`src/rtl/ex_muldiv_sequencer_if.sv`:
```
// Handshake and operand/result bundle between the EX stage and the
// multi-cycle RV32M unit. The pipeline side drives through the master
// modport; the execution unit sits on the slave modport.
interface ex_muldiv_sequencer_if #(
  parameter int XLEN = 32
);
  logic            start;
  logic            flush;
  logic [2:0]      funct3_in;
  logic [XLEN-1:0] op_a_in;
  logic [XLEN-1:0] op_b_in;
  logic [4:0]      reg_rd_in;
  logic            stall;
  logic            busy;
  logic            done;
  logic [XLEN-1:0] result_out;
  logic [4:0]      reg_rd_out;

  modport master (
    output start, flush, funct3_in, op_a_in, op_b_in, reg_rd_in,
    input  stall, busy, done, result_out, reg_rd_out
  );

  modport slave (
    input  start, flush, funct3_in, op_a_in, op_b_in, reg_rd_in,
    output stall, busy, done, result_out, reg_rd_out
  );
endinterface

```
`src/rtl/ex_muldiv_sequencer.sv`:
```
// Multi-cycle RV32M execution unit for the EX stage. Multiplies by
// shift-add and divides by restoring division, one bit per cycle, on
// operand magnitudes; signs are reapplied at the end. Divide-by-zero and
// signed overflow are answered directly from the start cycle. The
// pipeline is stalled from the accepting cycle until the result is ready.
module ex_muldiv_sequencer #(
  parameter int XLEN = 32
) (
  input logic                  clock,
  input logic                  reset,
  ex_muldiv_sequencer_if.slave bus
);
  localparam int CW = $clog2(XLEN);

  typedef enum logic [1:0] {S_IDLE, S_CALC, S_DONE} state_t;

  state_t            r_state;
  logic [CW-1:0]     r_counter;
  logic [2:0]        r_funct3;
  logic [4:0]        r_rd;
  logic [XLEN-1:0]   r_a_abs;
  logic [XLEN-1:0]   r_b_abs;
  logic              r_neg_res;   // product / quotient must be negated
  logic              r_neg_rem;   // remainder takes the dividend's sign
  // Multiply: {partial product high, remaining multiplier bits}.
  // Divide:   {partial remainder, dividend bits shifting into quotient}.
  logic [2*XLEN-1:0] r_acc;
  logic              r_done;
  logic [XLEN-1:0]   r_result;
  logic [4:0]        r_rd_out;

  // Start-cycle operand decode (signedness, magnitudes, special cases)
  logic            w_a_signed, w_b_signed, w_a_neg, w_b_neg;
  logic [XLEN-1:0] w_a_abs, w_b_abs;
  logic            w_div_zero, w_div_ovf;
  logic [XLEN-1:0] w_special_result;

  // Per-iteration datapath
  logic [XLEN:0]     w_mul_sum;
  logic [2*XLEN-1:0] w_mul_next;
  logic [XLEN:0]     w_div_shift, w_div_diff;
  logic              w_div_ge;
  logic [2*XLEN-1:0] w_div_next;
  logic [2*XLEN-1:0] w_prod;
  logic [XLEN-1:0]   w_quot, w_rem, w_final;

  // Decode of the incoming M-op; only meaningful while accepting in IDLE
  always_comb begin
    w_a_signed = (bus.funct3_in == 3'b001) || (bus.funct3_in == 3'b010) ||
                 (bus.funct3_in == 3'b100) || (bus.funct3_in == 3'b110);
    w_b_signed = (bus.funct3_in == 3'b001) || (bus.funct3_in == 3'b100) ||
                 (bus.funct3_in == 3'b110);
    w_a_neg    = w_a_signed && bus.op_a_in[XLEN-1];
    w_b_neg    = w_b_signed && bus.op_b_in[XLEN-1];
    w_a_abs    = w_a_neg ? (~bus.op_a_in + 1'b1) : bus.op_a_in;
    w_b_abs    = w_b_neg ? (~bus.op_b_in + 1'b1) : bus.op_b_in;
    w_div_zero = bus.funct3_in[2] && (bus.op_b_in == '0);
    w_div_ovf  = bus.funct3_in[2] && !bus.funct3_in[0] &&
                 (bus.op_a_in == {1'b1, {(XLEN-1){1'b0}}}) &&
                 (bus.op_b_in == '1);
    w_special_result = '0;
    if (w_div_zero)
      w_special_result = bus.funct3_in[1] ? bus.op_a_in : '1;
    else if (w_div_ovf)
      w_special_result = bus.funct3_in[1] ? '0 : bus.op_a_in;
  end

  // One shift-add / restoring-divide step and the final sign fix-up
  always_comb begin
    w_mul_sum   = {1'b0, r_acc[2*XLEN-1:XLEN]} +
                  (r_acc[0] ? {1'b0, r_a_abs} : '0);
    w_mul_next  = {w_mul_sum, r_acc[XLEN-1:1]};
    w_div_shift = {r_acc[2*XLEN-1:XLEN], r_acc[XLEN-1]};
    w_div_diff  = w_div_shift - {1'b0, r_b_abs};
    w_div_ge    = !w_div_diff[XLEN];
    w_div_next  = {(w_div_ge ? w_div_diff[XLEN-1:0] : w_div_shift[XLEN-1:0]),
                   r_acc[XLEN-2:0], w_div_ge};
    w_prod      = r_neg_res ? (~w_mul_next + 1'b1) : w_mul_next;
    w_quot      = w_div_next[XLEN-1:0];
    w_rem       = w_div_next[2*XLEN-1:XLEN];
    if (!r_funct3[2])
      w_final = (r_funct3[1:0] == 2'b00) ? w_prod[XLEN-1:0] : w_prod[2*XLEN-1:XLEN];
    else if (!r_funct3[1])
      w_final = r_neg_res ? (~w_quot + 1'b1) : w_quot;
    else
      w_final = r_neg_rem ? (~w_rem + 1'b1) : w_rem;
  end

  // Sequencer: accept in IDLE, iterate in CALC, publish result in DONE
  always_ff @(posedge clock or posedge reset) begin
    if (reset) begin
      r_state   <= S_IDLE;
      r_counter <= '0;
      r_funct3  <= '0;
      r_rd      <= '0;
      r_a_abs   <= '0;
      r_b_abs   <= '0;
      r_neg_res <= 1'b0;
      r_neg_rem <= 1'b0;
      r_acc     <= '0;
      r_done    <= 1'b0;
      r_result  <= '0;
      r_rd_out  <= '0;
    end else begin
      r_done <= 1'b0;
      if (bus.flush) begin
        r_state   <= S_IDLE;
        r_counter <= '0;
      end else begin
        case (r_state)
          S_IDLE: begin
            if (bus.start) begin
              r_funct3  <= bus.funct3_in;
              r_rd      <= bus.reg_rd_in;
              r_a_abs   <= w_a_abs;
              r_b_abs   <= w_b_abs;
              r_neg_res <= w_a_neg ^ w_b_neg;
              r_neg_rem <= w_a_neg;
              r_counter <= '0;
              if (w_div_zero || w_div_ovf) begin
                r_result <= w_special_result;
                r_rd_out <= bus.reg_rd_in;
                r_done   <= 1'b1;
                r_state  <= S_DONE;
              end else begin
                r_acc   <= bus.funct3_in[2] ? {{XLEN{1'b0}}, w_a_abs}
                                            : {{XLEN{1'b0}}, w_b_abs};
                r_state <= S_CALC;
              end
            end
          end
          S_CALC: begin
            r_acc     <= r_funct3[2] ? w_div_next : w_mul_next;
            r_counter <= r_counter + CW'(1);
            if (r_counter == CW'(XLEN-1)) begin
              r_counter <= '0;
              r_result  <= w_final;
              r_rd_out  <= r_rd;
              r_done    <= 1'b1;
              r_state   <= S_DONE;
            end
          end
          S_DONE:  r_state <= S_IDLE;
          default: r_state <= S_IDLE;
        endcase
      end
    end
  end

  assign bus.stall      = ((r_state == S_IDLE) && bus.start && !bus.flush) ||
                          (r_state == S_CALC);
  assign bus.busy       = (r_state != S_IDLE);
  assign bus.done       = r_done;
  assign bus.result_out = r_result;
  assign bus.reg_rd_out = r_rd_out;
endmodule

```
`src/flat_wrapper.sv`:
```
// flat-port wrapper written by rule: the top's interface ports become plain ports
module ex_muldiv_sequencer_flat 
#(
  parameter int XLEN = 32
)
  (clock, reset, bus_start, bus_flush, bus_funct3_in, bus_op_a_in, bus_op_b_in, bus_reg_rd_in, bus_stall, bus_busy, bus_done, bus_result_out, bus_reg_rd_out);
  ex_muldiv_sequencer_if #(.XLEN(XLEN)) bus_i ();
  input logic clock;
  input logic reset;
  input wire logic [$bits(bus_i.start)-1:0] bus_start;
  input wire logic [$bits(bus_i.flush)-1:0] bus_flush;
  input wire logic [$bits(bus_i.funct3_in)-1:0] bus_funct3_in;
  input wire logic [$bits(bus_i.op_a_in)-1:0] bus_op_a_in;
  input wire logic [$bits(bus_i.op_b_in)-1:0] bus_op_b_in;
  input wire logic [$bits(bus_i.reg_rd_in)-1:0] bus_reg_rd_in;
  output wire logic [$bits(bus_i.stall)-1:0] bus_stall;
  output wire logic [$bits(bus_i.busy)-1:0] bus_busy;
  output wire logic [$bits(bus_i.done)-1:0] bus_done;
  output wire logic [$bits(bus_i.result_out)-1:0] bus_result_out;
  output wire logic [$bits(bus_i.reg_rd_out)-1:0] bus_reg_rd_out;
  assign bus_i.start = bus_start;
  assign bus_i.flush = bus_flush;
  assign bus_i.funct3_in = bus_funct3_in;
  assign bus_i.op_a_in = bus_op_a_in;
  assign bus_i.op_b_in = bus_op_b_in;
  assign bus_i.reg_rd_in = bus_reg_rd_in;
  assign bus_stall = bus_i.stall;
  assign bus_busy = bus_i.busy;
  assign bus_done = bus_i.done;
  assign bus_result_out = bus_i.result_out;
  assign bus_reg_rd_out = bus_i.reg_rd_out;
  ex_muldiv_sequencer #(.XLEN(XLEN)) u_core (.clock(clock), .reset(reset), .bus(bus_i));
endmodule
```
`config.mk`:
```
export PLATFORM = sky130hd
export DESIGN_NAME = ex_muldiv_sequencer_flat
export DESIGN_NICKNAME = d
export VERILOG_FILES = /design/src/rtl/ex_muldiv_sequencer_if.sv /design/src/rtl/ex_muldiv_sequencer.sv /design/src/flat_wrapper.sv
export SDC_FILE = /design/constraint.sdc
export NUM_CORES = 1
export LEC_CHECK = 0
export CAP_MARGIN = 0
export CORE_MARGIN = 5
export CORE_UTILIZATION = 40
export CTS_BUF_LIST = sky130_fd_sc_hd__clkbuf_4 sky130_fd_sc_hd__clkbuf_8
export DETAILED_ROUTE_END_ITERATION = 16
export SETUP_SLACK_MARGIN = 0.05
export SLEW_MARGIN = 20
export SYNTH_ARGS = -nofsm -noshare
export SYNTH_HDL_FRONTEND = slang
export SYNTH_SLANG_ARGS = --single-unit
```
`constraint.sdc`:
```
create_clock -name clock -period 6.2 [get_ports clock]
set_clock_uncertainty 0.2 [all_clocks]
set_input_delay 1.55 -clock clock [delete_from_list [all_inputs] [get_ports clock]]
set_output_delay 1.55 -clock clock [all_outputs]
set_load 0.005 [all_outputs]
```
==> reports/results.md <==
| Stage | Parameter | Reported |
|:---|:---|:---|
| yosys | Gate Count Post-Synth | 2546 |
| die | Die Width | 227 um |
| grt | Number of global-route vias before repair | 19200 |
| critical path | Cell-by-cell trace of the critical path | buf_4, and2_1, ha_1, nand2_1, a21boi_0, a2111oi_0, nor3_1, nand3_1, nor3_1, nand3_1, o41ai_1, xor2_1, a21oi_1, o21ai_0, buf_4, o311ai_0 |
| timing | Number of pins with negative max-slew slack in the final report | 0 |
| cts | Cts hold-fix bufs | 0 |
| cts | TritonCTS clock tree | built |
| timing | RSZ-0062 raised after global routing | false |
| power and ir drop | PD cells | 291 nW/um^2 |
| yosys | YS warnings | 0 |
| timing | Final critical-path setup slack | 423 ps |
| place | DP Wirelength | 69900 um |
| run status | Run status | finished clean |
| detailed routing | Drt initial violations | 2706 |
| timing | Ratio of final minimum period to clock period | 93.2% |
| timing | Count of endpoints failing setup in the final report | 0 |
| yosys | Unique masters post-synth | 98 |
| power and ir drop | Peak VDD IR | 0.176 mV |
| yosys | Top cells by instance count after synthesis | 358 x sky130_fd_sc_hd__nand2_1, 269 x sky130_fd_sc_hd__o21ai_0, 194 x sky130_fd_sc_hd__nor2_1 |
| yosys | Synthesized area | 18800 sq um |
| yosys | Number of enable flip-flop cells after synthesis | 0 |
| yosys | Async SR Flop Fraction | 100% |
| cts | Root buf cell | sky130_fd_sc_hd__clkbuf_8 |
| yosys | Register bit count reported by yosys | 183 |
| power and ir drop | Reported leakage power | 8.57 nW |
| cts | Clk Latency, worst-skew pair | 590 ps |
| detailed routing | Number of detailed-routing iterations run before antenna repair | 8 |
| finish | Area Overhead vs Synth | 11.7% |
| yosys | Per-instance average area after synthesis | 7.38 sq um |
| yosys | Post-Synthesis Net Count | 2696 |
| cts | Clk sink count | 183 |
| finish | Sequential cell area | 4580 sq um |
| timing | Fmax achieved | 173 MHz |
| yosys | Cell accounting for the most synthesized area | sky130_fd_sc_hd__dfrtp_1 |
| yosys | Biggest area contributors in the synthesized netlist | sky130_fd_sc_hd__dfrtp_1 24%, sky130_fd_sc_hd__o21ai_0 7.2%, sky130_fd_sc_hd__nand2_1 7.1% |
| critical path | Worst EP required | 6420 ps |
| critical path | Nature of the critical path endpoint | register |
| detailed routing | Vias post-DR | 20600 |
| timing | Post-layout minimum cycle time | 5780 ps |
| critical path | Critical Path AT | 6000 ps |
| detailed routing | Post-route antenna net violation count | 0 |
| timing | Worst slew pin tran | 1120 ps |
| timing | Sum of negative setup slack | 0 ps |
| grt | Maximum number of pins on one net before global-route repair | 113 |
| die | Std-Cell Rows | 79 |
| timing | Worst hold margin | 285 ps |
| detailed routing | Vias per cell | 6.44 |
| place | Placer Congestion | 1.04 |
| finish | Fillers | 4758 |
| critical path | Nature of the critical path startpoint | register |
| cts | Clk pin slew, worst setup/hold paths | 120 ps |
| cts | Count of instances resized after the clock tree is built | 0 |
| critical path | Max stage delay on crit path | 820 ps |
| grt | Global router's overall resource usage | 33.8% |
| finish | Multi-input gate area | 13200 sq um |
| place | Pre-CTS setup slack | 241 ps |
| grt | Wire length of the first global-routing pass | 129000 um |
| yosys | Prevailing post-synth register cell | sky130_fd_sc_hd__dfrtp_1 |
| critical path | Standard cell with the maximum stage delay on the critical path | sky130_fd_sc_hd__nor3_1 |
| worst hold path | Hold Crit Class | reg2reg |
| yosys | Portion of the post-synthesis area used by sequential elements | 24.4% |
| cts | Maximum number of buffers from clock root to sink | 2 |
| yosys | Area share of the largest cell type after synthesis | 24.4% |
| critical path | Worst-path fanout max | 21 |
| yosys | Most common cell in the netlist | sky130_fd_sc_hd__nand2_1 |
| cts | CTS Buf Count | 17 |
| grt | Antenna violations before repair | 3 |
| die | I/O Pins | 116 |
| die | Vertical extent of the die | 227 um |
| die | Die outline area | 51400 sq um |
| finish | Fraction of layout cells with a size suffix above 1 | 6.54% |
| detailed routing | Routed Wire Length | 88100 um |
| timing | Final hold violation count | 0 |
| timing | Worst slew margin relative to its limit | 25.2% |
| finish | Nets@finish | 2724 |
| critical path | Critical path class | reg2reg |
| cts | Total setup buffers inserted after CTS | 0 |
| place | I/O Buffers | 115 |
| run | Max Cap Violations | 0 |
| grt | GR Overflow Total | 0 |
| die | Core region area | 46600 sq um |
| detailed routing | Post-DR wirelength/cell | 27.6 um |
| cts | # H-tree levels | 4 |
| die | Starting density of the core | 40.4% |
| detailed routing | DRC Markers | 0 |
metal layers:
layer  share of wire [%]  GRT usage (%)  up-vias  routed length [um]
li1                    -              -     9294                   -
met1                  42           46.2     9968               37200
met2                  43           50.1     1104               37700
met3                 9.8           8.66      194                8600
met4                 5.2           15.3        2                4560
met5               0.012              0        -                  11
path summary, 6_finish.rpt:
| path | startpoint | slack [ps] | endpoint | cells after the start |
|---|---|---|---|---|
| worst min-delay path | u_core.r_a_abs[18] | 280 | u_core.r_a_abs[18] | 2 |
| worst max register to register | u_core.r_acc[0] | 420 | u_core.bus.result_out[24] | 16 |
| worst min register to register | u_core.r_a_abs[18] | 280 | u_core.r_a_abs[18] | 2 |
| max in group asynchronous | reset | 3690 | u_core.r_acc[39] | 3 |
| worst max-delay path | u_core.r_acc[0] | 420 | u_core.bus.result_out[24] | 16 |
| min in group asynchronous | reset | 1260 | u_core.r_funct3[1] | 3 |
cells by family after synthesis:
kind of cell,after synthesis,synth area share [%]
xor+xnor,180,8.39
fa+ha+maj,74,5.00
mux,98,5.40
simple gates,971,24.7
buf+inv,259,5.48
compound gates,781,26.6
flops,183,24.4
layout by cell type, fill, tap and decap left out, types with 23 or more instances in the layout:
cell type,count
sky130_fd_sc_hd__xor2_1,83
sky130_fd_sc_hd__nand4_1,23
sky130_fd_sc_hd__o31ai_1,37
sky130_fd_sc_hd__and2_1,53
sky130_fd_sc_hd__buf_4,77
sky130_fd_sc_hd__nor4_1,25
sky130_fd_sc_hd__o211ai_1,31
sky130_fd_sc_hd__a22o_1,24
sky130_fd_sc_hd__nand2_1,358
sky130_fd_sc_hd__mux2i_1,88
sky130_fd_sc_hd__inv_1,71
sky130_fd_sc_hd__xnor2_1,97
sky130_fd_sc_hd__nor2_1,192
sky130_fd_sc_hd__nor3_1,84
sky130_fd_sc_hd__a21oi_1,160
sky130_fd_sc_hd__nand3_1,68
sky130_fd_sc_hd__dfrtp_1,181
sky130_fd_sc_hd__a211oi_1,30
sky130_fd_sc_hd__or3_1,32
sky130_fd_sc_hd__clkdlybuf4s50_1,114
sky130_fd_sc_hd__nand2b_1,30
sky130_fd_sc_hd__ha_1,72
sky130_fd_sc_hd__o21ai_0,268
sky130_fd_sc_hd__a21o_1,24
sky130_fd_sc_hd__a31oi_1,41
per-stage QoR:
stage,instance area [sq um],power (mW),cells,util [%]
after CTS,21000,6.00,3192,45.1
after floorplan,18800,3.84,2546,-
after global placement,20600,5.08,3162,44.3
final,21000,6.11,3195,45.1
after global routing,21000,6.42,3192,45.1
after detailed placement,20600,5.10,3162,44.3
report_power, final:
group | switching [mW] | internal, mW | total, mW
Sequential | 0.331 | 1.36 | 1.69
Clock | 0.558 | 0.334 | 0.891
Combinational | 2.30 | 1.22 | 3.52
layout make-up:
| cell class | instances | share of cell area (%) |
|---|---|---|
| Multi-Input combinational cell | 2104 | 62.9 |
| Sequential cell | 183 | 21.8 |
| Timing Repair Buffer | 194 | 8.40 |
| Tap cell | 607 | 3.62 |
| Inverter | 74 | 1.35 |
| Clock buffer | 17 | 1.11 |
| Clock inverter | 13 | 0.721 |
| Antenna cell | 3 | 0.0357 |
state kept, by name, summed over array words and instances (netlist names):
name,flops
u_core.bus.done,1
u_core.bus.reg_rd_out,5
u_core.bus.result_out,32
u_core.r_a_abs,32
u_core.r_acc,64
u_core.r_b_abs,32
u_core.r_counter,5
u_core.r_funct3,3
u_core.r_neg_rem,1
u_core.r_neg_res,1
u_core.r_rd,5
u_core.r_state,2
critical path: cells and delay by family, from the launching register on:
kind | cells | cell delay (ps)
fa+ha+maj | 1 | 540
compound gates | 6 | 1690
xor+xnor | 1 | 190
buf+inv | 2 | 390
flops | 1 | 400
simple gates | 6 | 2200
(Power assumes the default switching activity.)
